<file path="src/rtl/wdm_pkg.sv">
`default_nettype none
// ============================================================================
// Module   : wdm_pkg
// Brief    : Shared types and defaults for the WDM tuning blocks.
// Revision : 1.0 - initial release
// ============================================================================
package wdm_pkg;

    localparam int TUNER_SEARCH_TIMEOUT_DEFAULT = 4096;

    typedef enum logic [2:0] {
        IDLE  = 3'd0,
        TRIG  = 3'd1,
        WAIT  = 3'd2,
        CHECK = 3'd3,
        RESP  = 3'd4
    } tuner_search_host_state_e;

endpackage
`default_nettype wire

</file>
<file path="src/rtl/tuner_search_host.sv">
`default_nettype none
// ============================================================================
// Module   : tuner_search_host
// Brief    : Issues search triggers, collects peak lists, selects the ordinal
//            peak against a power floor, and retries on weak peaks/timeouts.
// Revision : 1.0 - initial release
// ============================================================================
module tuner_search_host
    import wdm_pkg::*;
#(
    parameter int DAC_WIDTH      = 8,
    parameter int ADC_WIDTH      = 8,
    parameter int NUM_TARGET     = 4,
    parameter int TIMEOUT_CYCLES = TUNER_SEARCH_TIMEOUT_DEFAULT,
    parameter int MAX_RETRY      = 3
) (
    input  logic                                   i_clk,
    input  logic                                   i_rst,
    input  logic                                   i_cmd_val,
    output logic                                   o_cmd_rdy,
    input  logic [$clog2(NUM_TARGET)-1:0]          i_cmd_target_idx,
    input  logic [ADC_WIDTH-1:0]                   i_cmd_min_pwr,
    output logic                                   o_search_trig_val,
    input  logic                                   i_search_trig_rdy,
    input  logic                                   i_search_peaks_val,
    output logic                                   o_search_peaks_rdy,
    input  logic [NUM_TARGET-1:0][DAC_WIDTH-1:0]   i_search_ring_tune_peaks,
    input  logic [NUM_TARGET-1:0][ADC_WIDTH-1:0]   i_search_pwr_peaks,
    input  logic [$clog2(NUM_TARGET)-1:0]          i_search_peaks_cnt,
    output logic                                   o_lock_val,
    input  logic                                   i_lock_rdy,
    output logic [DAC_WIDTH-1:0]                   o_lock_ring_tune,
    output logic [ADC_WIDTH-1:0]                   o_lock_pwr,
    output logic                                   o_lock_err,
    output tuner_search_host_state_e               o_mon_state,
    output logic [$clog2(MAX_RETRY+1)-1:0]         o_mon_retry_cnt
);

    localparam int IDX_W = $clog2(NUM_TARGET);
    localparam int TMR_W = $clog2(TIMEOUT_CYCLES);
    localparam int RTY_W = $clog2(MAX_RETRY + 1);

    localparam logic [TMR_W-1:0]     c_tmr_last  = TMR_W'(TIMEOUT_CYCLES - 1);
    localparam logic [RTY_W-1:0]     c_retry_max = RTY_W'(MAX_RETRY);
    localparam logic [ADC_WIDTH-1:0] c_pwr_floor = ADC_WIDTH'(1);

    tuner_search_host_state_e r_state;
    tuner_search_host_state_e w_state_nxt;

    logic [IDX_W-1:0]                  r_idx;
    logic [ADC_WIDTH-1:0]              r_min_pwr;
    logic [RTY_W-1:0]                  r_retry;
    logic [TMR_W-1:0]                  r_timer;
    logic [NUM_TARGET-1:0][DAC_WIDTH-1:0] r_tune_peaks;
    logic [NUM_TARGET-1:0][ADC_WIDTH-1:0] r_pwr_peaks;
    logic [IDX_W-1:0]                  r_cnt;
    logic [DAC_WIDTH-1:0]              r_lock_tune;
    logic [ADC_WIDTH-1:0]              r_lock_pwr;
    logic                              r_lock_err;

    logic w_pass;
    logic w_timeout;
    logic w_fail;
    logic w_retry_left;

    always_comb begin
        w_state_nxt  = r_state;
        w_pass       = (r_idx <= r_cnt) && (r_pwr_peaks[r_idx] >= r_min_pwr);
        // Peaks arriving on the terminal count take priority over the timeout.
        w_timeout    = (r_state == WAIT) && !i_search_peaks_val && (r_timer == c_tmr_last);
        w_fail       = ((r_state == CHECK) && !w_pass) || w_timeout;
        w_retry_left = (r_retry < c_retry_max);

        case (r_state)
            IDLE:    if (i_cmd_val)         w_state_nxt = TRIG;
            TRIG:    if (i_search_trig_rdy) w_state_nxt = WAIT;
            WAIT: begin
                if (i_search_peaks_val)     w_state_nxt = CHECK;
                else if (w_timeout)         w_state_nxt = w_retry_left ? TRIG : RESP;
            end
            CHECK: begin
                if (w_pass)                 w_state_nxt = RESP;
                else                        w_state_nxt = w_retry_left ? TRIG : RESP;
            end
            RESP:    if (i_lock_rdy)        w_state_nxt = IDLE;
            default:                        w_state_nxt = IDLE;
        endcase
    end

    always_ff @(posedge i_clk) begin
        if (i_rst) begin
            r_state      <= IDLE;
            r_idx        <= '0;
            r_min_pwr    <= '0;
            r_retry      <= '0;
            r_timer      <= '0;
            r_tune_peaks <= '0;
            r_pwr_peaks  <= '0;
            r_cnt        <= '0;
            r_lock_tune  <= '0;
            r_lock_pwr   <= '0;
            r_lock_err   <= 1'b0;
        end else begin
            r_state <= w_state_nxt;

            if ((r_state == IDLE) && i_cmd_val) begin
                r_idx     <= i_cmd_target_idx;
                r_min_pwr <= (i_cmd_min_pwr == '0) ? c_pwr_floor : i_cmd_min_pwr;
                r_retry   <= '0;
            end

            if ((r_state == TRIG) && i_search_trig_rdy) begin
                r_timer <= '0;
            end

            if (r_state == WAIT) begin
                if (i_search_peaks_val) begin
                    r_tune_peaks <= i_search_ring_tune_peaks;
                    r_pwr_peaks  <= i_search_pwr_peaks;
                    r_cnt        <= i_search_peaks_cnt;
                end else if (r_timer != '1) begin
                    r_timer <= r_timer + 1'b1;
                end
            end

            if ((r_state == CHECK) && w_pass) begin
                r_lock_tune <= r_tune_peaks[r_idx];
                r_lock_pwr  <= r_pwr_peaks[r_idx];
                r_lock_err  <= 1'b0;
            end

            // Timeout and weak/missing peak share one retry budget.
            if (w_fail) begin
                if (w_retry_left) begin
                    r_retry <= r_retry + 1'b1;
                end else begin
                    r_lock_tune <= '0;
                    r_lock_pwr  <= '0;
                    r_lock_err  <= 1'b1;
                end
            end
        end
    end

    assign o_cmd_rdy          = (r_state == IDLE);
    assign o_search_trig_val  = (r_state == TRIG);
    assign o_search_peaks_rdy = (r_state == WAIT);
    assign o_lock_val         = (r_state == RESP);
    assign o_lock_ring_tune   = r_lock_tune;
    assign o_lock_pwr         = r_lock_pwr;
    assign o_lock_err         = r_lock_err;
    assign o_mon_state        = r_state;
    assign o_mon_retry_cnt    = r_retry;

endmodule
`default_nettype wire

</file>
<file path="config.mk">
export PLATFORM = sky130hd
export DESIGN_NAME = tuner_search_host
export DESIGN_NICKNAME = d
export VERILOG_FILES = /design/src/rtl/wdm_pkg.sv /design/src/rtl/tuner_search_host.sv
export SDC_FILE = /design/constraint.sdc
export NUM_CORES = 1
export LEC_CHECK = 0
export CAP_MARGIN = 10
export CORE_UTILIZATION = 35
export DETAILED_ROUTE_END_ITERATION = 8
export PLACE_DENSITY_LB_ADDON = 0.08
export SYNTH_ARGS = -nofsm -noshare
export SYNTH_HDL_FRONTEND = slang
export SYNTH_SLANG_ARGS = --single-unit
</file>
<file path="constraint.sdc">
create_clock -name i_clk -period 6.05 [get_ports i_clk]
set_input_delay 0.605 -clock i_clk [delete_from_list [all_inputs] [get_ports i_clk]]
set_output_delay 0.605 -clock i_clk [all_outputs]
set_load 0.01 [all_outputs]
</file>
Word-level counts from Yosys, hierarchy flattened

Cells that the tools add are included.

Bits in registers: 110
Bits in latches: 0
RAM bits: 0
Memory bits (read-only): 0
Bits of input ports: 82
Output and inout port bits: 26
Memories kept: 0

Add/subtract/negate cells: 2
Multipliers: 0
Div/mod/pow operators: 0
Order comparisons: 4
Equality and inequality tests: 10
Shifts and indexed selects: 0
Multiplexer cells: 29
Bitwise logic cells: 0
Reduce and logical (&&, ||, !) cells: 14

Operator list:

| cell                                                                   | number |
|---|---|
| 8-bit two-way mux                                                      | 9 |
| 12-bit two-way mux                                                     | 4 |
| 8-bit binary-select mux with 2-bit select                              | 2 |
| 3-bit two-way mux                                                      | 7 |
| 3-bit one-hot mux with 5 select lines                                  | 1 |
| 12-bit by 1-bit adder with 12-bit output (second input constant)       | 1 |
| 12-bit equality test (second input constant)                           | 1 |
| 12-bit != test (second input constant)                                 | 1 |
| 8-bit >= comparator                                                    | 1 |
| 8-bit logical NOT                                                      | 1 |
| 1-bit logical AND                                                      | 7 |
| 3-bit by 2-bit equality test with 1-bit output (second input constant) | 2 |
| 2-bit two-way mux                                                      | 3 |
| 2-bit by 1-bit != test with 1-bit output (second input constant)       | 2 |
| 4-bit AND reduction                                                    | 1 |
| 3-bit by 1-bit equality test with 1-bit output (second input constant) | 1 |
| 3-bit equality test (second input constant)                            | 1 |
| 3-bit logical NOT                                                      | 1 |
| 2-bit by 3-bit < comparator with 1-bit output (second input constant)  | 1 |
| 1-bit two-way mux                                                      | 3 |
| 3-bit by 2-bit != test with 1-bit output (second input constant)       | 1 |
| 2-bit by 1-bit adder with 2-bit output (second input constant)         | 1 |
| 2-bit less-or-equal comparator                                         | 1 |
| 1-bit logical NOT                                                      | 2 |
| other kinds (4)                                                        | 4 |

Depth between registers and ports, before layout

Depth after elaboration: 8
Gate-level depth with buffers: 12

Least setup slack after synthesis

No wires, ideal clock.

Kind: reg2reg
Start point: reg r_idx[1]
End point: reg r_lock_pwr[7] (netlist: o_lock_pwr[7])
Setup time: 148 ps
Arrival time: 2911 ps
Data required time: 5902 ps
Setup slack: 2990 ps
Stages on the path, launching flop included: 13
Path buffers: 4
Period minus slack after synthesis: 3060 ps
Path through: dfxtp_1 > clkbuf_1 > clkbuf_1 > mux4_2 > inv_1 > ha_1 > nand2b_1 > a2111o_1 > a211o_1 > clkbuf_1 > buf_2 > nand3_1 > a221oi_2

Cells in the longest elaborated chain, start to end: 8
Elaborated cells on any way between the ends: 12
Those cells by class: 2 x order compare; 5 x mux; 5 x reduce/logical

RTL lines:

| item                                                   | line                                              | text |
|---|---|---|
| start: declaration                                     | tuner_search_host.sv:50                           | `logic [IDX_W-1:0] r_idx;` |
| start signal: assignment                               | tuner_search_host.sv:107                          | `r_idx <= i_cmd_target_idx;` |
| 8-bit binary-select mux with 2-bit select              | tuner_search_host.sv:68, tuner_search_host.sv:128 |  |
| 8-bit two-way mux (not written as such)                | tuner_search_host.sv:68, tuner_search_host.sv:128 |  |
| 8-bit >= comparator                                    | tuner_search_host.sv:68                           | `w_pass = (r_idx <= r_cnt) && (r_pwr_peaks[r_idx] >= r_min_pwr);` |
| 1-bit logical AND                                      | tuner_search_host.sv:68                           |  |
| 1-bit logical AND or 1-bit logical NOT (tied branches) | tuner_search_host.sv:126, tuner_search_host.sv:71 |  |
| 8-bit two-way mux or 1-bit logical AND (tied branches) | tuner_search_host.sv:126, tuner_search_host.sv:71 |  |
| 8-bit two-way mux or 1-bit logical OR (tied branches)  | tuner_search_host.sv:134, tuner_search_host.sv:71 |  |
| 8-bit two-way mux (*)                                  | tuner_search_host.sv:133                          | `if (w_fail) begin` |
| end signal: assignment                                 | tuner_search_host.sv:128                          | `r_lock_pwr <= r_pwr_peaks[r_idx];` |
| end: declaration                                       | tuner_search_host.sv:58                           | `logic [ADC_WIDTH-1:0] r_lock_pwr;` |

Mark *: on every way between the ends. The rest lies on a longest branch, timed or not. The select of a mux whose other input is x is not followed.
A chain may end at the register's enable or synchronous reset.

Worst setup path after layout

Start point: reg r_idx[0]
End point: reg r_lock_pwr[2] (netlist: o_lock_pwr[2])

The elaborated chain is that of the path after synthesis.

==> summary.txt <==
Critical path
  • CP max FO: 17
  • CP Capture Type: flip-flop
  • Reg2reg start: r_idx[0]
  • R2R cell count: 9
  • Required @ worst endpoint: 6.29 ns
  • Critical setup path kind: flip-flop to flip-flop
  • Worst path slowest cell: a211oi_4
  • Critical Path AT: 3.72 ns
  • Max stage delay on crit path: 0.60 ns
  • Reg-to-Reg End: o_lock_pwr[2]
  • R2R setup slack: 2.58 ns
  • Crit start category: flip-flop
  • Crit-path cells: buf_4 > mux4_2 > inv_1 > ha_1 > nand2b_1 > a2111o_1 > a211oi_4 > o21ai_0 > a221oi_1

Worst hold path
  • Worst Min Path Start: r_tune_peaks[30]
  • HP Class: flip-flop to flip-flop
  • WHS Endpoint: r_tune_peaks[30]
  • Hold Path Depth: 2

Clock network
  • Clk_lat worst skew: 0.35 ns
  • CTS HTree Levels: 3
  • TritonCTS Sinks: 110
  • # resized after CTS: 0
  • Clock buffer depth: 2
  • Root Driver: clkbuf_16
  • Post-CTS Setup Inserts: 0
  • CTS Hold Bufs: 0
  • Clock-pin slew on the worst setup and hold paths: 0.07 ns
  • CTS tree: yes
  • Num CTS Buffers: 9

GRT
  • Met3 capacity usage during global routing: 4.52%
  • Largest net degree at the start of global routing: 104
  • Met1 Resource Use GR: 23.3%
  • GRT Util Overall: 18.6%
  • Initial antenna violation count: 0
  • First-pass GRT wire length: 21600 um
  • Vias in the first global route: 4363
  • GRT Max-Usage Layer: met2
  • M2 GR Usage: 31.5%
  • GRT overflow: 0

Die
  • Ports: 108
  • Starting density of the core: 36.4%
  • DIE HEIGHT: 123 um
  • Die W: 123 um
  • Row cnt: 43
  • Die ar.: 15200 um^2
  • Placeable Area: 14100 um^2

Placed design
  • Routability congestion estimate: 0.844
  • Placed Area: 6230 um^2
  • Placed Cells incl. Taps: 843
  • Port bufs: 107
  • Post-DP HPWL: 9710 um

Synthesis
  • Synth Cell Area: 5160 um^2
  • Top FF cell, synth: dfxtp_1
  • Syn avg cell area: 8.61 um^2
  • Netlist cell types: 63
  • Post-synth EDFFs: 0
  • Post-synthesis cell count: 599
  • Mapped Nets: 693
  • Post-synthesis sequential area ratio: 42.7%
  • #FFs+latches synth: 110
  • Ys Warns: 0
  • Synth async-reset ratio: 0%

STA
  • RSZ-0062 raised after global routing: false
  • Max-slew violations: 0
  • Worst Skew: 0.00355 ns
  • Hold Violations, Final: 0
  • Max frequency: 0.288 GHz
  • Min cycle time layout: 3.47 ns
  • Setup TNS: 0 ns
  • Worst slew pin tran: 1.16 ns
  • Final Setup Violations: 0
  • Final period utilization: 57.4%
  • Slew headroom: 22.7%
  • Minimum hold slack: 0.452 ns

Power
  • Sequential power share: 44.6%
  • Leak Pwr: 2.12 nW
  • Switching Fraction: 29.9%
  • Power Density: 273 nW/um^2
  • Cell Int Power: 0.00125 W
  • Clock power share: 33.3%
  • P_sw: 0.000535 W
  • Maximum VDD drop: 0.130 mV
  • Combinational Power Share: 22.1%

Route
  • Vias per cell: 5.27
  • Routed Antenna Nets: 0
  • First-pass DRT Iterations: 7
  • Iter 0 DRT Violations: 276
  • Average wire per standard cell: 15.8 um
  • DRC: 0
  • Final wirelength: 13600 um
  • Via count: 4529

Finish
  • Layout cells sized above 1: 9.12%
  • Final net count: 769
  • Non-filler cells in the finished layout: 860
  • Layout overhead on the synthesized area: 27.0%
  • Commonest non-fill, non-tap cell in the layout: nand2_1
  • Fill cell count: 1427
  • Most frequent cells in the layout: nand2_1 (166), dfxtp_1 (110), clkdlybuf4s50_1 (106)
  • Final instance area: 6550 um^2
  • # diodes: 0

Job
  • Max-Cap Viols: 0

Status
  • Run status: finished clean
==> layout make-up <==
type                       instances  area [um^2]  area share (%)
multi-input combinational        431         2670            40.7
sequential                       110         2200            33.6
clock inverter                     4         36.3           0.554
tap                              180          225            3.44
timing repair buffer             110         1100            16.8
inverter                          13         48.8           0.745
clock buffer                      12          267            4.07
==> registers in the layout, summed over array words and instances, names as in the netlist <==
| register | count |
|---|---|
| r_min_pwr | 8 |
| r_cnt | 2 |
| r_timer | 12 |
| o_lock_err | 1 |
| r_tune_peaks | 32 |
| o_lock_pwr | 8 |
| o_mon_state | 3 |
| o_mon_retry_cnt | 2 |
| r_pwr_peaks | 32 |
| o_lock_ring_tune | 8 |
| r_idx | 2 |
==> cells by family (layout without fill, tap and decap cells) <==
kind of cell | count (synthesis) | after routing | synth area share, %
multiplexers | 20 | 20 | 7.79
AND/OR/NAND/NOR | 246 | 246 | 21.3
adder cells (fa/ha/maj) | 12 | 12 | 2.91
AO/OA/AOI/OAI | 150 | 150 | 19.2
XOR/XNOR | 3 | 3 | 0.510
buffers and inverters | 58 | 139 | 5.65
flip-flops | 110 | 110 | 42.7
==> metrics by stage <==
stage               total power [W]  setup slack (ns)  util [%]
finish                      0.00179              2.58      46.3
global route                0.00188              2.26      46.3
CTS                         0.00181              2.55      46.1
detailed placement          0.00121              2.57      44.0
global placement            0.00120              2.69      44.0
floorplan                   0.00108              2.99         -
==> cell usage after synthesis, drive strengths merged (4+ instances only) <==
cell type,count,area (um^2)
a21oi,82,410
a221oi,17,211
a311oi,4,35.0
and3,4,26.3
buf,20,143
clkbuf,24,91.3
dfxtp,110,2200
ha,12,150
inv,12,45.0
mux4,16,360
nand2,167,627
nand3,24,120
nor2,17,71.3
nor3,11,60.1
o21ai,27,139
==> routing by layer <==
metal | share of wire (%) | up-vias
met2 | 49 | 117
met1 | 45 | 2151
met5 | 0 | -
li1 | - | 2248
met3 | 4.4 | 13
met4 | 1.3 | 0
==> power groups by stage <==
stage / sequential (W) / clock [W] / combinational, W
final: 0.000798 / 0.000596 / 0.000395
after floorplan: 0.000796 / 0 / 0.000284
after detailed placement: 0.000815 / 0 / 0.000395
after CTS: 0.000798 / 0.000614 / 0.000396
after global routing: 0.000804 / 0.000639 / 0.000441
after global placement: 0.000814 / 0 / 0.000389
==> how the worst max path moves through the flow <==
stage,start,endpoint,slack (ns),depth (start not counted)
after floorplan,r_idx[1],o_lock_pwr[7],2.99,12
after global placement,r_idx[0],o_lock_ring_tune[4],2.69,9
after detailed placement,r_idx[0],o_lock_ring_tune[1],2.57,9
after CTS,r_idx[0],o_lock_pwr[2],2.55,9
after global routing,r_idx[0],o_lock_pwr[2],2.26,9
final,r_idx[0],o_lock_pwr[2],2.58,9
==> critical path, delay by kind of cell, from the launching register on <==
kind                     cells  cell delay (ns)
AND/OR/NAND/NOR              1             0.16
buffers and inverters        2             0.40
multiplexers                 1             0.57
flip-flops                   1             0.41
AO/OA/AOI/OAI                4             1.60
adder cells (fa/ha/maj)      1             0.21
No activity file was read; power rests on OpenSTA's default activity.
==> patch (same settings) <==
Register the input `i_cmd_target_idx` before use, with the module's reset. The logic sees it one clock later. The other inputs are not delayed to match.
--- a/src/rtl/tuner_search_host.sv
+++ b/src/rtl/tuner_search_host.sv
@@ -43,6 +43,16 @@
     localparam logic [TMR_W-1:0]     c_tmr_last  = TMR_W'(TIMEOUT_CYCLES - 1);
     localparam logic [RTY_W-1:0]     c_retry_max = RTY_W'(MAX_RETRY);
     localparam logic [ADC_WIDTH-1:0] c_pwr_floor = ADC_WIDTH'(1);
+
+    logic [$clog2(NUM_TARGET)-1:0] i_cmd_target_idx_q;
+
+    always_ff @(posedge i_clk) begin
+        if (i_rst) begin
+            i_cmd_target_idx_q <= '0;
+        end else begin
+            i_cmd_target_idx_q <= i_cmd_target_idx;
+        end
+    end
 
     tuner_search_host_state_e r_state;
     tuner_search_host_state_e w_state_nxt;
@@ -104,7 +114,7 @@
             r_state <= w_state_nxt;
 
             if ((r_state == IDLE) && i_cmd_val) begin
-                r_idx     <= i_cmd_target_idx;
+                r_idx     <= i_cmd_target_idx_q;
                 r_min_pwr <= (i_cmd_min_pwr == '0) ? c_pwr_floor : i_cmd_min_pwr;
                 r_retry   <= '0;
             end
Check against the original RTL: not equivalent (a bounded check fails within 10 cycles, from zero or initial values and one cycle with i_rst high).
==> patch against the unedited design <==
- sequential share of layout area grew 1.3 points
- critical path depth down 1
- setup slack improved by 0.17 ns
- synthesized area decreased by 3.8%
- design area down 2.1%
- count of clock-buffer cells in the layout down 2
- routed wire length shrank 4.8%
- via count is 4.7% lower
- critical path type unchanged
- non-clock buffer count up 2
- sequential cell count grew 2
- hold slack worse by 0.0090 ns
Power is not compared: it rests on default switching activity, and its combinational part moved more than twofold at a synthesized area within 25%.
==> patch: results (changes against the unedited design) <==
| Metric | Value |
|---|---|
| Post-Syn Nets | `662 (-4.5%)` |
| Global-route wire length before repair | `21,300 um (-1.0%)` |
| VDD IR max | `124 uV` |
| Ratio of cells with drive above 1 in the final layout | `7.62% (-1.5 points)` |
| DP Wirelength | `9380 um (-3.4%)` |
| Grt met3 use | `3.99% (-0.53 points)` |
| Fin nets | `745 (-3.1%)` |
| Status | `complete, no violations` |
| Final WL | `12,900 um (-4.8%)` |
| Met2 WL | `5690 um (-15%)` |
| CP Class | `reg -> reg` |
| WL met3 | `713 um (+20%)` |
| Slew headroom | `34.3% (+12 points)` |
| Clock Skew | `0.00607 ns (+0.00252 ns)` |
| Post-synth cell types | `52 (-17%)` |
| Dominant cells by area after synthesis | `dfxtp_1 (45%), nand2_1 (13%), a21oi_1 (8.5%)` |
| Drt first-iter violations | `268 (-2.9%)` |
| R2R Setup Slk | `2.75 ns (+0.17 ns)` |
| Biggest regs | `r_pwr_peaks (32), r_tune_peaks (32), r_timer (12)` |
| Hold Crit Start | `i_cmd_target_idx_q[1]` |
| Cts bufs inserted | `9 (unchanged)` |
| Met1 WL | `6430 um (+4.5%)` |
| Clock transition at path regs | `0.07 ns (about the same)` |
| Critical path peak fanout | `16 (-1)` |
| Worst path arrival time | `3.59 ns (-0.13 ns)` |
| GPL Wtd Cong | `0.832 (-1.4%)` |
| Vias in the first global route | `4,222 (-3.2%)` |
| Sequential-to-total area share from yosys stat | `45.2% (+2.5 points)` |
| Hold Path Sink | `r_idx[1]` |
| Commonest cells post-synth | `nand2_1 (171), dfxtp_1 (112), a21oi_1 (84), clkbuf_1 (24), a32o_1 (17)` |
| Crit path capture | `o_lock_ring_tune[1]` |
| Type of the worst min-delay path | `reg -> reg` |
| Maximum clock insertion buffer count | `2 (unchanged)` |
| Reg2Reg Launch Point | `r_idx[0]` |
| Fin cells | `836 (-2.8%)` |
| GRT Total Usage | `18.7% (+0.15 points)` |
| Syn_area_per_cell | `8.73 um2 (+1.4%)` |
| ANT cells | `0 (unchanged)` |
| Met1 Track Usage GR | `27.4% (+4.1 points)` |
| Max Used Layer | `met4` |
| TritonRoute pass-1 iters | `4 (-3)` |
| Vias per std cell | `5.17 (-1.9%)` |
| Pin count of the biggest net entering global routing | `97 (-6.7%)` |
| Worst Reg2Reg Path Length in Cells | `8 (-1)` |
| Routing usage on met2 | `27.9% (-3.6 points)` |
| DP Cell Count | `818 (-3.0%)` |
| Fillers | `1,384 (-3.0%)` |
==> patch: cell types whose count changed after synthesis, moves of 6 or more <==
cell	unedited run	this run
a221oi_1	7	0
a32o_1	1	17
nand3_1	24	11
a221oi_2	10	0
o21ai_0	26	12
buf_1	6	0
nor2_1	16	9
==> patch: cell families after synthesis <==
kind of cell / count (synthesis) / share of synthesized area [%]
buffers and inverters: 54 / 4.84
flip-flops: 112 / 45.2
multiplexers: 18 / 7.69
AND/OR/NAND/NOR: 231 / 21.0
AO/OA/AOI/OAI: 139 / 17.9
adder cells (fa/ha/maj): 12 / 3.03
XOR/XNOR: 2 / 0.353
==> patch: worst max-delay path: stages (launching register included) <==
cell      delay [ns]
dfxtp_1         0.65
buf_16          0.22
mux4_2          0.53
ha_1            0.31
o21ai_0         0.11
o21bai_1        0.19
nand2_1         0.18
nor4b_4         0.83
a32o_1          0.21
==> patch: layout make-up <==
type                    count  area share, %
clock buffers              10           3.73
clock inverters             6          0.780
inverters                  14          0.819
multi-input cells         402           38.7
flip-flops and latches    112           35.0
well taps                 180           3.51
repair buffers            112           17.5
==> patch: stage by stage <==
step	util (%)	cell area [um2]	hold slack (ns)	worst slack, ns	power [uW]
3_5_place_dp	44.1	6090	0.435	2.31	958
2_1_floorplan	-	4960	0.417	3.12	872
5_1_grt	46.4	6410	0.452	2.46	1590
3_3_place_gp	44.1	6090	0.428	2.40	956
4_1_cts	46.1	6380	0.446	2.30	1540
6_report	46.4	6410	0.442	2.75	1520
==> patch: power by group through the flow <==
stage,Sequential [uW],Clock [uW],Combinational (uW)
2_1_floorplan,778,0,94.0
5_1_grt,773,625,190
4_1_cts,772,595,170
3_3_place_gp,789,0,167
3_5_place_dp,789,0,169
6_report,771,574,172
